--- src/rtl/alu_arbiter.sv ---
// alu_arbiter: shares one external combinational ALU between two requesters.
// A round-robin arbiter picks at most one requester per cycle. The picked
// operation drives the ALU, and the ALU result is captured into that
// requester's response register one clock later.
// Ports:
//   clk, rst                    clock, asynchronous active-high reset
//   reqN_valid/ready/op/a/b     request channel N (valid/ready handshake)
//   respN_valid/ready/result/zero  registered response channel N
//   alu_ctrl/alu_a/alu_b        drive to the shared ALU
//   alu_result/alu_zero         combinational return from the shared ALU
module alu_arbiter #(
  parameter int unsigned WIDTH = 32
) (
  input  logic             clk,
  input  logic             rst,
  input  logic             req0_valid,
  output logic             req0_ready,
  input  logic [2:0]       req0_op,
  input  logic [WIDTH-1:0] req0_a,
  input  logic [WIDTH-1:0] req0_b,
  input  logic             req1_valid,
  output logic             req1_ready,
  input  logic [2:0]       req1_op,
  input  logic [WIDTH-1:0] req1_a,
  input  logic [WIDTH-1:0] req1_b,
  output logic             resp0_valid,
  output logic [WIDTH-1:0] resp0_result,
  output logic             resp0_zero,
  input  logic             resp0_ready,
  output logic             resp1_valid,
  output logic [WIDTH-1:0] resp1_result,
  output logic             resp1_zero,
  input  logic             resp1_ready,
  output logic [2:0]       alu_ctrl,
  output logic [WIDTH-1:0] alu_a,
  output logic [WIDTH-1:0] alu_b,
  input  logic [WIDTH-1:0] alu_result,
  input  logic             alu_zero
);

  logic             w_elig0;
  logic             w_elig1;
  logic             w_gnt0;
  logic             w_gnt1;
  logic             r_last;        // 1: requester 1 was granted most recently
  logic             r_resp0_valid;
  logic [WIDTH-1:0] r_resp0_result;
  logic             r_resp0_zero;
  logic             r_resp1_valid;
  logic [WIDTH-1:0] r_resp1_result;
  logic             r_resp1_zero;

  // Eligibility and round-robin grant; a requester is eligible only if its
  // response slot is free or is being drained this same cycle.
  always_comb begin
    w_elig0 = 1'b0;
    w_elig1 = 1'b0;
    w_gnt0  = 1'b0;
    w_gnt1  = 1'b0;
    if (!rst) begin
      w_elig0 = req0_valid & (~r_resp0_valid | resp0_ready);
      w_elig1 = req1_valid & (~r_resp1_valid | resp1_ready);
      w_gnt0  = w_elig0 & (~w_elig1 | r_last);
      w_gnt1  = w_elig1 & (~w_elig0 | ~r_last);
    end
  end

  assign req0_ready = w_gnt0;
  assign req1_ready = w_gnt1;

  // ALU operand mux; idle cycles present a quiet all-zero operation.
  always_comb begin
    alu_ctrl = 3'b000;
    alu_a    = '0;
    alu_b    = '0;
    if (w_gnt0) begin
      alu_ctrl = req0_op;
      alu_a    = req0_a;
      alu_b    = req0_b;
    end else if (w_gnt1) begin
      alu_ctrl = req1_op;
      alu_a    = req1_a;
      alu_b    = req1_b;
    end
  end

  // Last-granted pointer; reset to 1 so requester 0 wins the first tie.
  always_ff @(posedge clk or posedge rst) begin
    if (rst) begin
      r_last <= 1'b1;
    end else if (w_gnt0) begin
      r_last <= 1'b0;
    end else if (w_gnt1) begin
      r_last <= 1'b1;
    end
  end

  // Response slot 0: a new capture takes priority over a drain.
  always_ff @(posedge clk or posedge rst) begin
    if (rst) begin
      r_resp0_valid  <= 1'b0;
      r_resp0_result <= '0;
      r_resp0_zero   <= 1'b0;
    end else if (w_gnt0) begin
      r_resp0_valid  <= 1'b1;
      r_resp0_result <= alu_result;
      r_resp0_zero   <= alu_zero;
    end else if (resp0_ready) begin
      r_resp0_valid  <= 1'b0;
    end
  end

  // Response slot 1: same policy as slot 0.
  always_ff @(posedge clk or posedge rst) begin
    if (rst) begin
      r_resp1_valid  <= 1'b0;
      r_resp1_result <= '0;
      r_resp1_zero   <= 1'b0;
    end else if (w_gnt1) begin
      r_resp1_valid  <= 1'b1;
      r_resp1_result <= alu_result;
      r_resp1_zero   <= alu_zero;
    end else if (resp1_ready) begin
      r_resp1_valid  <= 1'b0;
    end
  end

  assign resp0_valid  = r_resp0_valid;
  assign resp0_result = r_resp0_result;
  assign resp0_zero   = r_resp0_zero;
  assign resp1_valid  = r_resp1_valid;
  assign resp1_result = r_resp1_result;
  assign resp1_zero   = r_resp1_zero;

endmodule

--- config.mk ---
export PLATFORM = sky130hd
export DESIGN_NAME = alu_arbiter
export DESIGN_NICKNAME = d
export VERILOG_FILES = /design/src/rtl/alu_arbiter.sv
export SDC_FILE = /design/constraint.sdc
export NUM_CORES = 1
export LEC_CHECK = 0
export ABC_AREA = 1
export CORE_ASPECT_RATIO = 0.75
export CORE_UTILIZATION = 25
export CTS_CLUSTER_DIAMETER = 60
export DETAILED_ROUTE_END_ITERATION = 8
export DONT_BUFFER_PORTS = 1
export PLACE_DENSITY = 0.49
export SLEW_MARGIN = 15
export SYNTH_ARGS = -nofsm -noshare
export SYNTH_HDL_FRONTEND = slang
export SYNTH_SLANG_ARGS = --single-unit
--- constraint.sdc ---
create_clock -name clk -period 2.89 [get_ports clk]
set_input_delay 0.867 -clock clk [delete_from_list [all_inputs] [get_ports clk]]
set_output_delay 0.867 -clock clk [all_outputs]
set_load 0.03 [all_outputs]
After elaboration in Yosys (flattened, before gate mapping)
Index checks and enable logic that the tools add are counted.
{"block": "classes", "mux": 14, "n_bitwise": 13, "reduce_logical": 3}
{"op": "32-bit 2-to-1 mux", "n": 4}
{"op": "1-bit 2-to-1 mux", "n": 8}
{"op": "3-bit 2-to-1 mux", "n": 2}
{"op": "2-bit nonzero test", "n": 3}
{"op": "1-bit inverter", "n": 5}
{"op": "1-bit bitwise AND", "n": 4}
{"op": "1-bit bitwise OR", "n": 4}
{"block": "word_totals", "register_bits": 69, "input_bits": 173, "output_inout_bits": 137, "word_cells": 37}

Longest topological paths before layout
{"block": "logic_depth", "depth_word": 9, "depth_mapped": 8, "mapped_depth_nobuf": 7}

Worst setup path before layout
OpenSTA, ideal clock, no wires.
{"block": "synth_path", "path_type": "input port to output port", "startpoint": "input resp1_ready", "endpoint": "output alu_a[0]", "t_arrival_ps": 1720, "t_required_ps": 2023, "path_slack_ps": 303, "stages": 7, "cell_sequence": "inv_1 nand2_2 nand3_1 buf_2 buf_2 nand3_1 nand2_1"}
{"block": "synth_via", "elab_chain_len": 7, "elab_cells_between_ends": 10}
{"item": "start: declaration", "line_no": "33", "rtl": "input logic resp1_ready,"}
{"item": "1-bit bitwise OR *", "line_no": "62", "rtl": "w_elig1 = req1_valid & (~r_resp1_valid | resp1_ready);"}
{"item": "1-bit bitwise AND *", "line_no": "62"}
{"item": "1-bit inverter", "line_no": "63", "rtl": "w_gnt0 = w_elig0 & (~w_elig1 | r_last);"}
{"item": "1-bit bitwise OR", "line_no": "63"}
{"item": "1-bit bitwise AND", "line_no": "63"}
{"item": "1-bit 2-to-1 mux", "line_no": "60", "rtl": "if (!rst) begin"}
{"item": "32-bit 2-to-1 mux *", "line_no": "76", "rtl": "if (w_gnt0) begin"}
{"item": "end: declaration", "line_no": "35", "rtl": "output logic [WIDTH-1:0] alu_a,"}
Every way passes the cells marked *; elsewhere a longest branch is shown, timed or not.

Final worst setup path
{"block": "layout_path", "startpoint": "input resp1_ready", "endpoint": "output alu_a[8]"}
The elaborated chain is that of the path after synthesis.

==> results.md <==
- The flow ran to the end, and the final reports show no timing, DRC or antenna violations.
- Setup repair after global routing left no endpoint under its margin.
- Clock latency on the worst-skew pair, taken at its later pin, is 0.33 ns.
- The area added between synthesis and finish is 27.0%.
- The total of flip-flops plus latches after synthesis is 69.
- The Yosys step of the flow raised 0 warnings.
- The die area is 16200 µm².
- The aggregate negative setup slack is 0 ns.
- The worst setup path is captured at an output port.
- The number of antenna violations at the first check in global routing is 0.
- The number of cell rows is 39.
- The detailed-route DRC error count is 0.
- The cts-stage hold buffer count is 0.
- The first global-routing pass estimated 21.5 mm of wire.
- For the pin with the worst max-slew slack, the measured transition is 0.406 ns.
- STA puts the critical path data arrival time at 1.94 ns.
- The placeable core area is 15300 µm².
- The total number of vias is 3928.
- The worst-case vdd ir drop is 0.000334 V.
- The cell count after synthesis came out at 537.
- 0 antenna diodes ended up in the layout.
- The sequential cell area fraction in the yosys report is 44.1%.
- Based on the critical path, the design can be clocked at up to 356 MHz.
- The highest fanout seen on the critical path is 44.
- The commonest non-fill, non-tap cell in the layout is nand2_1.
- The number of design-rule violations left by the first detailed-router iteration is 335.
- The average wire per standard cell is 20.8 µm.
- The post-detailed-placement half-perimeter wirelength is 12.1 mm.
- Once the floorplan was initialized, standard cells occupied 25.6% of the core.
- The fraction of power consumed by combinational cells is 23.3%.
- The cell type with the highest aggregate area in the netlist is dfrtp_1.
- The final number of hold-violating endpoints came to 0.
- The internal power of the cells totals 2250 µW.
- The post-CTS clock slew at the launch and capture registers of the worst setup and hold paths is 0.06 ns.
- The boundary pin count is 310.
- Setup violations remaining at the end of the flow were counted as 0.
- The number of nets in the synthesized netlist is 710.
- The mean instance size in the synthesized netlist is 7.29 µm².
- The max-slew violation count was 0.
- Dividing the final minimum period by the clock period gives 97.2%.
- The pin count of the biggest net entering global routing is 61.
- The via count normalized by instance count is 5.18.
- The number of distinct standard cells referenced by the synthesized netlist is 11.
- TritonCTS built the clock tree.
- STA puts the critical path data required time at 2.02 ns.
- The share of layout cells above drive strength 1 is 13.9%.
- The total power is 3910 µW.
- In this run switching power makes up 42.4% of total power.
- The cell area that synthesis handed to floorplanning was 3910 µm².
- The TritonCTS buffer count is 9.
- The leftover overflow at the end of global routing is 0.
- The kind of cell with the highest combined delay on the critical path is simple AND/OR/NAND/NOR gates.
- Traced cell by cell, the critical path runs through inv_1 > nand2_2 > nand2_1 > nor2_4 > buf_12 > nand3_1 > nand2_1 > buf_12.
- In the post-synthesis netlist, the biggest area contributors are dfrtp_1 43%, nand3_1 26%, nand2_1 19%, buf_2 3.7%, buf_6 3.5%.
- The worst setup path category is input pin to output port.
- The number of standard cells in the layout, taps in and fillers out is 758.
- The buffer type at the clock tree root is clkbuf_16.
- The headroom to the max-slew limit is 72.9%.
- The number of buffers and inverters on the critical path is 3.
- The all-layer global routing usage is 18.2%.
- The largest single stage delay on the critical path is 0.23 ns.
- Subtracting the final worst setup slack from the clock period gives 2.81 ns.
- The count of nets left with antenna violations once routing finished came out at 0.
- The worst setup path is launched from an input pin.
- Registers are responsible for 46.2% of the overall power.
- For this design the ratio of total power to cell area is 787 nW/µm².
- The height of the die is 110 µm.
- The slowest stage of the critical path belongs to the cell buf_12.
- The number of max-cap violations is 0.
- The clock net sink count is 69.
- The share of power burned in the clock network is 30.5%.
- The area share of the largest cell type after synthesis is 43.5%.
- The width of the chip is 146 µm.
- The number of nets at the end of the flow is 721.
- The final core area utilization is 32.5%.
- The first detailed-routing pass took 5 iterations.
- The type of the most critical hold path is input pin to asynchronous set/reset pin.
- Port buffering added 0 buffers.
- Leaving out fill and tap cells, the most frequent cells in the layout are 203 x nand2_1, 200 x nand3_1, 67 x dfrtp_1.
- The number of H-tree branching levels is 3.
- The global placer's final weighted congestion is 0.862.
- Summed over all nets, the switching power comes to 1660 µW.
- The cell leakage power is 0.00256 µW.
- The via count of the first global-routing pass was 3344.
- The maximum buffer depth of the clock tree is 2.
- Across the routed clock network, the largest skew measured is 0.00610 ns.
- The instance count after placement with tap cells included is 742.
- The total detailed-routing wirelength is 15.8 mm.
-- power by group through the flow --
stage | sequential (µW) | clock [µW] | combinational [µW]
after floorplan | 1750 | 0 | 633
after global placement | 1820 | 0 | 899
after detailed placement | 1820 | 0 | 919
after CTS | 1800 | 1230 | 917
after global routing | 1830 | 1270 | 1010
final | 1810 | 1190 | 910
-- final timing paths --
| check | startpoint | end | slack, ns | cells past startpoint |
|---|---|---|---|---|
| worst max register to register | resp1_valid | resp1_result[24] | 0.98 | 9 |
| worst max-delay path | resp1_ready | alu_a[8] | 0.08 | 8 |
| worst min register to register | resp0_valid | resp0_valid | 0.58 | 2 |
| max in group asynchronous | rst | resp0_result[27] | 1.89 | 2 |
| min in group clk | resp0_valid | resp0_valid | 0.58 | 2 |
| worst min-delay path | rst | resp0_valid | 0.39 | 1 |
-- area by class of cell --
cell class,count,area (µm²)
Clock inverter,7,98.8
Sequential cell,69,1730
Fill cell,1626,10300
Multi-Input combinational cell,412,1850
Inverter,6,22.5
Timing Repair Buffer,50,788
Clock buffer,9,225
Tap cell,205,256
-- sequential cells by signal (all words and copies together), names as in the netlist --
| register | cells |
|---|---|
| resp0_result | 32 |
| resp1_result | 32 |
| r_last | 1 |
| resp0_valid | 1 |
| resp0_zero | 1 |
| resp1_valid | 1 |
| resp1_zero | 1 |
-- layer usage --
layer / global-route usage, % / vias up / part of all wire (%)
met5: 0 / - / 0
li1: - / 1796 / -
met1: 25.9 / 1857 / 42
met4: 3.05 / 0 / 0.66
met2: 26.5 / 258 / 45
met3: 6.79 / 17 / 12
-- cell families (layout without fill, tap and decap cells) --
group                  after synthesis  after routing  share of synthesized area [%]
AND/OR/NAND/NOR                    411            411                           46.3
flip-flops                          69             69                           44.1
buffers and inverters               56             72                           9.46
AO/OA/AOI/OAI                        1              1                          0.128
-- worst reg2reg max path: cells and delay by family, from the launching register on --
| family | cells | cell delay (ns) |
|---|---|---|
| buffers and inverters | 3 | 0.66 |
| DFF | 1 | 0.49 |
| and+or+nand+nor | 6 | 0.67 |
-- synth_stat cells --
master,number
buf_2,29
buf_4,9
buf_6,12
dfrtp_1,68
dfstp_2,1
inv_1,6
nand2_1,203
nand2_2,4
nand3_1,202
nor2_2,2
o21ai_0,1
-- timing repair --
| item | in CTS | in global routing |
|---|---|---|
| setup buffers | 0 | 0 |
| gates resized for setup | 0 | 1 |
| setup endpoints to repair | 0 | 7 |
-- stage by stage --
stage / hold WS, ns / setup WS [ns] / cell area (µm²)
4_1_cts: 0.386 / 0.0595 / 4970
3_5_place_dp: 0.579 / 0.0992 / 4650
2_1_floorplan: 0.481 / 0.285 / 3910
6_report: 0.390 / 0.0799 / 4970
3_3_place_gp: 0.580 / 0.104 / 4650
5_1_grt: 0.390 / 0.00379 / 4970
(Power assumes the default switching activity.)
